## src/rtl/score_pkg.sv

```systemverilog
// ----------------------------------------------------------------------------
// score_pkg
// Shared definitions for the scoreboard score keeper: FSM state encoding,
// BCD digit constants and a helper that widens a BCD nibble to the digit
// code width consumed by the 7-segment multiplexer.
// ----------------------------------------------------------------------------
package score_pkg;

  // FSM states. The encoding is chosen so that bit 0 is "running" and
  // bit 1 is "game over", letting both flags come straight off the state
  // flops with no decode.
  localparam logic [1:0] ST_IDLE = 2'd0;
  localparam logic [1:0] ST_RUN  = 2'd1;
  localparam logic [1:0] ST_OVER = 2'd2;

  localparam int         DIGIT_W       = 5;
  localparam logic [3:0] BCD_MAX_DIGIT = 4'd9;

  // Four-digit saturation value, 9999 in packed BCD.
  localparam logic [15:0] BCD_SAT = 16'h9999;

  // Digit code for the display mux: value 0..9 with the top bit clear.
  function automatic logic [DIGIT_W-1:0] to_digit(input logic [3:0] d);
    return DIGIT_W'(d);
  endfunction

endpackage

```

## src/rtl/bcd_digit_add.sv

```systemverilog
// ----------------------------------------------------------------------------
// bcd_digit_add
// One-digit BCD adder with carry in/out, chained four times by the score
// counter.
//   a, b  in  4  BCD operands (0..9)
//   cin   in  1  carry from the next lower digit
//   sum   out 4  BCD result digit (0..9)
//   cout  out 1  carry to the next higher digit
// ----------------------------------------------------------------------------
module bcd_digit_add
  import score_pkg::*;
(
  input  logic [3:0] a,
  input  logic [3:0] b,
  input  logic       cin,
  output logic [3:0] sum,
  output logic       cout
);

  logic [4:0] raw;

  // NOTE: every output of an always_comb block is assigned on every path;
  // a path that leaves one untouched would infer a latch.
  always_comb begin
    raw = {1'b0, a} + {1'b0, b} + {4'b0, cin};
    if (raw > {1'b0, BCD_MAX_DIGIT}) begin
      // Adding 6 skips the six unused nibble codes; max raw 19 -> 9 carry 1.
      sum  = 4'(raw + 5'd6);
      cout = 1'b1;
    end else begin
      sum  = raw[3:0];
      cout = 1'b0;
    end
  end

endmodule

```

## src/rtl/score_bcd_counter.sv

```systemverilog
// ----------------------------------------------------------------------------
// score_bcd_counter
// Run-time score keeper feeding the 7-segment digit multiplexer. Tracks the
// game phase (IDLE / RUN / OVER) and accumulates a saturating 4-digit BCD
// score from a distance prescaler and coin pickups.
//
// Parameters
//   SCORE_DIV   clock cycles per distance point while running (2..2^26)
//   COIN_VALUE  points per coin pickup (0..99)
// Ports
//   clk, rst_n                 clock, asynchronous active-low reset
//   start                      pulse: begin a new run (IDLE or OVER only)
//   coin_tick                  pulse: coin collected (counted in RUN only)
//   collision                  level/pulse: player died (RUN -> OVER)
//   digit0..digit3             score digit codes, digit0 = ones
//   hi_digit0..hi_digit3       high-score digit codes
//   gameover, running          phase flags
// Build option
//   SCORE_HISCORE_EN           when defined, keeps a high score updated on
//                              each RUN -> OVER transition; otherwise the
//                              hi digits are constant zero.
// ----------------------------------------------------------------------------
module score_bcd_counter
  import score_pkg::*;
#(
  parameter int SCORE_DIV  = 25_000_000,
  parameter int COIN_VALUE = 10
) (
  input  logic               clk,
  input  logic               rst_n,
  input  logic               start,
  input  logic               coin_tick,
  input  logic               collision,
  output logic [DIGIT_W-1:0] digit0,
  output logic [DIGIT_W-1:0] digit1,
  output logic [DIGIT_W-1:0] digit2,
  output logic [DIGIT_W-1:0] digit3,
  output logic [DIGIT_W-1:0] hi_digit0,
  output logic [DIGIT_W-1:0] hi_digit1,
  output logic [DIGIT_W-1:0] hi_digit2,
  output logic [DIGIT_W-1:0] hi_digit3,
  output logic               gameover,
  output logic               running
);

  localparam int              PS_W      = (SCORE_DIV > 1) ? $clog2(SCORE_DIV) : 1;
  localparam logic [PS_W-1:0] PS_LAST   = PS_W'(SCORE_DIV - 1);
  localparam logic [3:0]      COIN_TENS = 4'(COIN_VALUE / 10);
  localparam logic [3:0]      COIN_ONES = 4'(COIN_VALUE % 10);

  logic [1:0]      state;
  logic [PS_W-1:0] ps_cnt;
  logic [15:0]     score;

  logic            point;
  logic [15:0]     addend;
  logic [15:0]     sum_bcd;
  logic [4:0]      carry;
  logic [15:0]     score_next;

  assign point = (state == ST_RUN) && (ps_cnt == PS_LAST);

  // The distance point enters as the carry into the ones digit, so a coin
  // whose ones digit is 9 plus a point still resolves through normal carry.
  assign addend   = coin_tick ? {8'h00, COIN_TENS, COIN_ONES} : 16'h0000;
  assign carry[0] = point;

  for (genvar i = 0; i < 4; i++) begin : g_digit
    bcd_digit_add u_add (
      .a    (score[4*i +: 4]),
      .b    (addend[4*i +: 4]),
      .cin  (carry[i]),
      .sum  (sum_bcd[4*i +: 4]),
      .cout (carry[i+1])
    );
  end

  // Carry out of the thousands digit means the true sum passed 9999.
  assign score_next = carry[4] ? BCD_SAT : sum_bcd;

  // NOTE: sequential state is written with non-blocking assignments so every
  // flop samples values from before the edge, regardless of statement order.
  always_ff @(posedge clk or negedge rst_n) begin
    if (!rst_n) begin
      state  <= ST_IDLE;
      ps_cnt <= '0;
      score  <= '0;
    end else begin
      case (state)
        ST_IDLE, ST_OVER: begin
          if (start) begin
            state  <= ST_RUN;
            ps_cnt <= '0;
            score  <= '0;
          end
        end
        ST_RUN: begin
          if (collision) begin
            // Increments arriving with the collision are dropped.
            state <= ST_OVER;
          end else begin
            score  <= score_next;
            ps_cnt <= point ? '0 : ps_cnt + 1'b1;
          end
        end
        default: state <= ST_IDLE;
      endcase
    end
  end

  assign running  = state[0];
  assign gameover = state[1];

  assign digit0 = to_digit(score[3:0]);
  assign digit1 = to_digit(score[7:4]);
  assign digit2 = to_digit(score[11:8]);
  assign digit3 = to_digit(score[15:12]);

  logic [15:0] hi_score;

`ifdef SCORE_HISCORE_EN
  // Packed BCD orders the same as binary, so a plain unsigned compare works.
  always_ff @(posedge clk or negedge rst_n) begin
    if (!rst_n) begin
      hi_score <= '0;
    end else if ((state == ST_RUN) && collision && (score > hi_score)) begin
      hi_score <= score;
    end
  end
`else
  assign hi_score = 16'h0000;
`endif

  assign hi_digit0 = to_digit(hi_score[3:0]);
  assign hi_digit1 = to_digit(hi_score[7:4]);
  assign hi_digit2 = to_digit(hi_score[11:8]);
  assign hi_digit3 = to_digit(hi_score[15:12]);

endmodule

```

## config.mk

```make
export PLATFORM = sky130hd
export DESIGN_NAME = score_bcd_counter
export DESIGN_NICKNAME = d
export VERILOG_FILES = /design/src/rtl/score_pkg.sv /design/src/rtl/bcd_digit_add.sv /design/src/rtl/score_bcd_counter.sv
export SDC_FILE = /design/constraint.sdc
export NUM_CORES = 1
export LEC_CHECK = 0
export BUFFER_PORTS_ARGS = -buffer_cell sky130_fd_sc_hd__buf_2
export CORE_MARGIN = 2
export CORE_UTILIZATION = 44
export CTS_CLUSTER_SIZE = 28
export DETAILED_ROUTE_END_ITERATION = 10
export GPL_TIMING_DRIVEN = 0
export PLACE_DENSITY = 0.7
export SYNTH_ARGS = -nofsm -noshare
export SYNTH_HDL_FRONTEND = slang
export SYNTH_SLANG_ARGS = --single-unit
export TNS_END_PERCENT = 20
```

## constraint.sdc

```tcl
create_clock -name clk -period 6.8 [get_ports clk]
set_clock_uncertainty 0.05 [all_clocks]
set_input_delay 1.02 -clock clk [delete_from_list [all_inputs] [get_ports clk]]
set_output_delay 1.02 -clock clk [all_outputs]
set_load 0.01 [all_outputs]
```

==> results of run 1 <==
[layer usage]
layer  part of all wire, %  vias to the layer above  global-route usage (%)
met5                     0                        -                       0
met4                   1.8                        0                    6.99
met2                    47                       95                    31.5
met3                   5.0                       12                    3.41
li1                      -                     1318                       -
met1                    46                     1315                    26.0
[timing repair]
| action | 4_1_cts | 5_1_grt |
|---|---|---|
| pin swaps | 2 | 5 |
| resized for setup | 1 | 13 |
| endpoints found under the setup margin | 13 | 15 |
| buffers inserted | 2 | 3 |
[state kept, by name, summed over array words and instances (netlist names)]
| signal | cells |
|---|---|
| ps_cnt | 25 |
| score | 16 |
| state | 2 |
[cell usage after synthesis (7+ instances only)]
master | n | area (sq um)
o21ai_0 | 23 | 115
nand2_1 | 34 | 128
dfrtp_1 | 43 | 1080
buf_4 | 24 | 180
a21oi_1 | 25 | 125
nand3_1 | 18 | 90.1
o21ai_1 | 9 | 45.0
ha_1 | 11 | 138
nand4_1 | 14 | 87.6
inv_1 | 27 | 101
xnor2_1 | 9 | 78.8
clkbuf_1 | 8 | 30.0
or3_1 | 7 | 43.8
[how the worst max path moves through the flow]
stage / startpoint / to / slack (ns)
floorplan: ps_cnt[17] / score[6] / 0.46
global placement: ps_cnt[17] / score[6] / -0.24
global route: ps_cnt[0] / score[10] / -0.009
detailed placement: ps_cnt[17] / score[6] / -0.43
CTS: ps_cnt[0] / score[6] / 0.07
finish: ps_cnt[0] / score[6] / 0.41
[through the flow]
stage / hold slack (ns) / power [mW] / setup TNS (ns) / util, %
floorplan: 0.411 / 0.437 / 0 / -
global placement: 0.448 / 0.486 / -0.645 / 49.8
detailed placement: 0.453 / 0.490 / -1.80 / 49.8
CTS: 0.473 / 0.670 / 0 / 51.5
global route: 0.508 / 0.716 / -0.00932 / 52.6
finish: 0.472 / 0.675 / 0 / 52.6
[cells by family (layout without fill, tap and decap cells)]
logic type               Yosys count  count (layout)
AO/OA/AOI/OAI                     89              89
XOR/XNOR                           9               9
adder cells (fa/ha/maj)           12              12
buffers and inverters             66              99
flip-flops                        43              43
multiplexers                       2               2
other                              1              24
AND/OR/NAND/NOR                  129             129
[power groups by stage]
stage | clock network, mW | logic (mW) | registers, mW
final | 0.182 | 0.183 | 0.309
after global routing | 0.198 | 0.205 | 0.314
after CTS | 0.184 | 0.179 | 0.307
after detailed placement | 0 | 0.178 | 0.312
after global placement | 0 | 0.175 | 0.311
after floorplan | 0 | 0.129 | 0.308
[area by class of cell]
type | count | area [sq um] | area share [%]
multi-input combinational | 265 | 1750 | 49.3
sequential | 43 | 1080 | 30.3
buffer | 37 | 275 | 7.75
timing repair buffer | 27 | 148 | 4.16
inverter | 27 | 101 | 2.85
clock buffer | 8 | 100 | 2.82
tap | 80 | 100 | 2.82
[critical path: cells and delay by family, from the launching register on]
family | cells | cell delay, ns
adders and majority gates | 9 | 2.34
AOI/OAI and AO/OA | 9 | 1.59
and+or+nand+nor | 7 | 1.48
buffers and inverters | 4 | 0.44
DFF | 1 | 0.41
==> impl_metrics.py, run 1 <==
metrics = {
    "clock_network": {
        "cts_buffers": 5,
        "cts_buffer_depth": 2,
        "clock_sink_count": 43,
        "path_clk_slew_ns": 0.08,
        "cts-root-buf": "clkbuf_8",
        "holdBufCountCts": 0,
        "cts-htree-levels": 2,
        "cts_tree": "built",
        "clk_latency_ns": 0.30,
    },
    "layout": {
        "layout_common_cells": "dfrtp_1, nand2_1, buf_4",
        "fin_cells": 487,
        "final_common_cell": "dfrtp_1",
        "layout-drive-gt1-share_pct": 23.8,
        "syn2layout_area_growth_pct": 15.8,
        "stdcell_area_sq_mm": 0.00355,
        "antenna_cells": 0,
        "n_fill_cell": 650,
        "layout.nets": 423,
    },
    "logic_synthesis": {
        "synthXorXnorAreaFrac_pct": 2.57,
        "synthAdderAreaFrac_pct": 5.14,
        "synth_edf_count": 0,
        "syn_area_per_cell_sq_um": 8.74,
        "ys_seq_area_share_pct": 35.1,
        "muxShareOfSynthArea_pct": 0.734,
        "synth-async-reset-ratio_pct": 100,
        "synth_area_sq_mm": 0.00307,
        "synth_top_family_by_area": "simple AND/OR/NAND/NOR gates",
        "yosysWarnings": 0,
        "postSynthCellCount": 351,
        "synth_compound_area_share_pct": 18.0,
        "yosys.area_share.simple_pct": 25.9,
        "synth-seq-cells": 43,
        "yosysUniqueCellTypes": 61,
        "synth_flop_cell": "dfrtp_1",
    },
    "detailed_routing": {
        "wl_um": 7100,
        "routed_via_density": 5.63,
        "vias": 2740,
        "ant_nets": 0,
        "dr.pass1.iters": 5,
        "drc": 0,
        "first_iter_violations": 210,
        "wl_per_cell_um": 14.6,
    },
    "floorplanning": {
        "rows": 30,
        "die_w_um": 87.5,
        "core_area_sq_mm": 0.00676,
        "initial_core_util_pct": 45.4,
        "pin_count": 47,
        "dieHeight_um": 87.5,
        "dieArea_sq_mm": 0.00765,
    },
    "min_path": {
        "hold_depth": 1,
        "worstHoldStart": "ps_cnt[22]",
        "hp-class": "flop to flop",
        "min_to": "ps_cnt[22]",
    },
    "setup_path": {
        "critPathKind": "flop to flop",
        "r2r-end": "score[6]",
        "slowest_delay_ns": 0.52,
        "slowest_stage": "or4b_1",
        "cp.required_ns": 6.97,
        "cp_common_cell": "ha_1",
        "critPathMaxFanout": 10,
        "endpoint_kind": "flop",
        "reg2reg_slack_ns": 0.41,
        "r2r_start": "ps_cnt[0]",
        "rr_worst_depth": 29,
        "start_kind": "flop",
        "arrival_ns": 6.55,
    },
    "placement": {
        "portBuffers": 22,
        "place_inst": 476,
        "placed_cell_area_sq_mm": 0.00336,
        "dp_slack_ns": -0.426,
        "place_congestion": 0.854,
        "hpwlAfterDp_um": 4960,
    },
    "status": {
        "status": "complete, no violations",
    },
    "sta": {
        "worst_slack_ns": 0.415,
        "final_max_slew_viol_count": 0,
        "max_slew_margin_pct": 35.6,
        "setup_violations": 0,
        "post-route-period-util_pct": 93.9,
        "min_period_ns": 6.39,
        "fmax_mhz": 157,
        "tightest_slew_ns": 0.966,
        "hold_viol_final": 0,
    },
    "pwr": {
        "pwr-share-comb_pct": 27.2,
        "p_sw_share_pct": 33.8,
        "netSwitchingPower_mw": 0.228,
        "internal-power_mw": 0.447,
        "p_leak_nw": 1.65,
        "clockPowerShare_pct": 27.0,
        "vdd_drop_max_mv": 0.101,
        "power_density_mw_per_mm2": 190,
        "power_frac_seq_pct": 45.9,
    },
    "run": {
        "max_cap_violations": 0,
    },
    "grt": {
        "grt_pass1_vias": 2512,
        "grt.overflow.total": 0,
        "grt_pass1_wl_um": 11800,
        "antenna_found_initial": 0,
        "grt_use_total_pct": 19.5,
        "grt_max_degree": 44,
    },
}
No activity file was read; power rests on OpenSTA's default activity.
==> run 2, diff against run 1 <==
--- a/config.mk
+++ b/config.mk
@@ -7,11 +7,11 @@
 export LEC_CHECK = 0
 export BUFFER_PORTS_ARGS = -buffer_cell sky130_fd_sc_hd__buf_2
 export CORE_MARGIN = 2
-export CORE_UTILIZATION = 44
+export CORE_UTILIZATION = 52
 export CTS_CLUSTER_SIZE = 28
 export DETAILED_ROUTE_END_ITERATION = 10
 export GPL_TIMING_DRIVEN = 0
-export PLACE_DENSITY = 0.7
+export PLACE_DENSITY = 0.8
 export SYNTH_ARGS = -nofsm -noshare
 export SYNTH_HDL_FRONTEND = slang
 export SYNTH_SLANG_ARGS = --single-unit
==> impl_metrics.py, run 2 (synthesis gave the netlist of run 1 again) <==
metrics = {
    "status": {
        "status": "complete, no violations",
    },
    "setup_path": {
        "cp_num_buf_inv": 4,
        "start_kind": "flop",
        "endpoint_kind": "flop",
        "slowest_delay_ns": 0.53,
        "reg2reg_slack_ns": 0.34,
        "critPathMaxFanout": 10,
        "critPathKind": "flop to flop",
        "path_delay_family": "adder cells",
        "slowest_stage": "or4b_1",
        "cp_common_cell": "ha_1",
        "arrival_ns": 6.63,
        "cp.required_ns": 6.97,
    },
    "layout": {
        "layout-drive-gt1-share_pct": 23.3,
        "reg_top3": "ps_cnt (25), score (16), state (2)",
        "largest-register": "ps_cnt",
        "n_fill_cell": 495,
        "syn2layout_area_growth_pct": 14.0,
        "largest_reg_flops": 25,
        "post-route-util_pct": 62.3,
        "multiInputGateArea_sq_mm": 0.00172,
        "antenna_cells": 0,
        "regArea_sq_mm": 0.00108,
        "layout.nets": 424,
        "final_common_cell": "dfrtp_1",
        "layout_common_cells": "dfrtp_1, nand2_1, buf_4",
        "fin_cells": 480,
    },
    "pwr": {
        "power_frac_seq_pct": 47.0,
        "p_sw_share_pct": 35.1,
        "pwr-share-comb_pct": 28.2,
        "netSwitchingPower_mw": 0.230,
        "power_density_mw_per_mm2": 188,
        "p_leak_nw": 1.64,
        "internal-power_mw": 0.426,
        "vdd_drop_max_mv": 0.129,
        "p_total_mw": 0.656,
        "clockPowerShare_pct": 24.9,
    },
    "grt": {
        "grt_pass1_wl_um": 11600,
        "grt.overflow.total": 0,
        "grt_use_total_pct": 22.9,
        "antenna_found_initial": 0,
        "grt_max_degree": 44,
        "grt_pass1_vias": 2510,
    },
    "detailed_routing": {
        "first_iter_violations": 222,
        "drc": 0,
        "wl_per_cell_um": 14.9,
        "vias": 2724,
        "wl_um": 7130,
        "dr.pass1.iters": 4,
        "ant_nets": 0,
        "routed_via_density": 5.68,
    },
    "sta": {
        "setup_violations": 0,
        "tightest_slew_ns": 0.974,
        "post-route-period-util_pct": 95.0,
        "hold_viol_final": 0,
        "max_slew_margin_pct": 35.1,
        "final_max_slew_viol_count": 0,
        "fmax_mhz": 155,
        "whs_ns": 0.458,
        "min_period_ns": 6.46,
    },
    "run": {
        "max_cap_violations": 0,
    },
    "floorplanning": {
        "dieArea_sq_mm": 0.00653,
        "core_area_sq_mm": 0.00561,
        "initial_core_util_pct": 54.7,
        "rows": 27,
        "die_w_um": 80.8,
        "pin_count": 47,
        "dieHeight_um": 80.8,
    },
    "clock_network": {
        "cts_buffers": 5,
        "cts_tree": "built",
        "clk_latency_ns": 0.30,
        "cts_buffer_depth": 2,
        "cts-root-buf": "clkbuf_8",
        "clock_sink_count": 43,
        "cts-htree-levels": 2,
        "path_clk_slew_ns": 0.08,
        "holdBufCountCts": 0,
    },
    "placement": {
        "place_congestion": 0.878,
        "hpwlAfterDp_um": 5050,
        "place_inst": 468,
        "portBuffers": 22,
    },
    "min_path": {
        "hp-class": "flop to flop",
    },
}
==> run 2: changes by cell type in the layout (fill, tap and decap cells not counted), sizes merged <==
cell / change
clkinv: +1
buf: +1
clkbuf: -1
==> run 2: worst min-delay path: stages (launching register included) <==
cell and delay (ns):
dfrtp_1 0.38, nand2_1 0.06, nand2_1 0.05
==> run 2: power by group through the flow <==
stage                     clock [mW]  sequential (mW)  combinational [mW]
after floorplan                    0            0.308               0.129
after global placement             0            0.311               0.173
after detailed placement           0            0.312               0.178
after CTS                      0.163            0.307               0.178
after global routing           0.176            0.312               0.204
final                          0.163            0.308               0.185
==> run 2: what timing repair did <==
item	CTS	global route
resized for setup	1	7
pin swaps	1	2
endpoints found under the setup margin	10	11
buffers inserted	1	5
==> run 2: worst paths after layout <==
check | startpoint | to | depth (start not counted)
max in group asynchronous | rst_n | ps_cnt[2] | 1
worst min-delay path | score[12] | score[12] | 2
worst max-delay path | ps_cnt[0] | score[6] | 29
worst max register to register | ps_cnt[0] | score[6] | 29
min in group asynchronous | rst_n | state[0] | 1
worst min register to register | score[12] | score[12] | 2
==> run 2: per-stage QoR <==
step           worst slack, ns  cell area (sq um)   TNS, ns
2_1_floorplan            0.455               3150         0
3_3_place_gp            -0.207               3350    -0.453
3_5_place_dp            -0.349               3350     -1.26
4_1_cts                 0.0657               3440         0
5_1_grt               -0.00105               3500  -0.00105
6_report                 0.339               3500         0
==> run 2: metal layers <==
layer	routed length [um]	vias to the layer above	track usage (%)
li1	-	1328	-
met1	3210	1320	29.4
met2	3490	70	39.3
met3	362	6	4.56
met4	61	0	6.44
met5	0	-	0
==> run 2: area by class of cell <==
cell class                 instances  area share (%)
inverter                          27            2.90
multi-input combinational        265            49.1
clock buffer                       7            2.18
sequential                        43            30.8
clock inverter                     1           0.143
tap                               72            2.58
buffer                            37            7.87
timing repair buffer              28            4.44
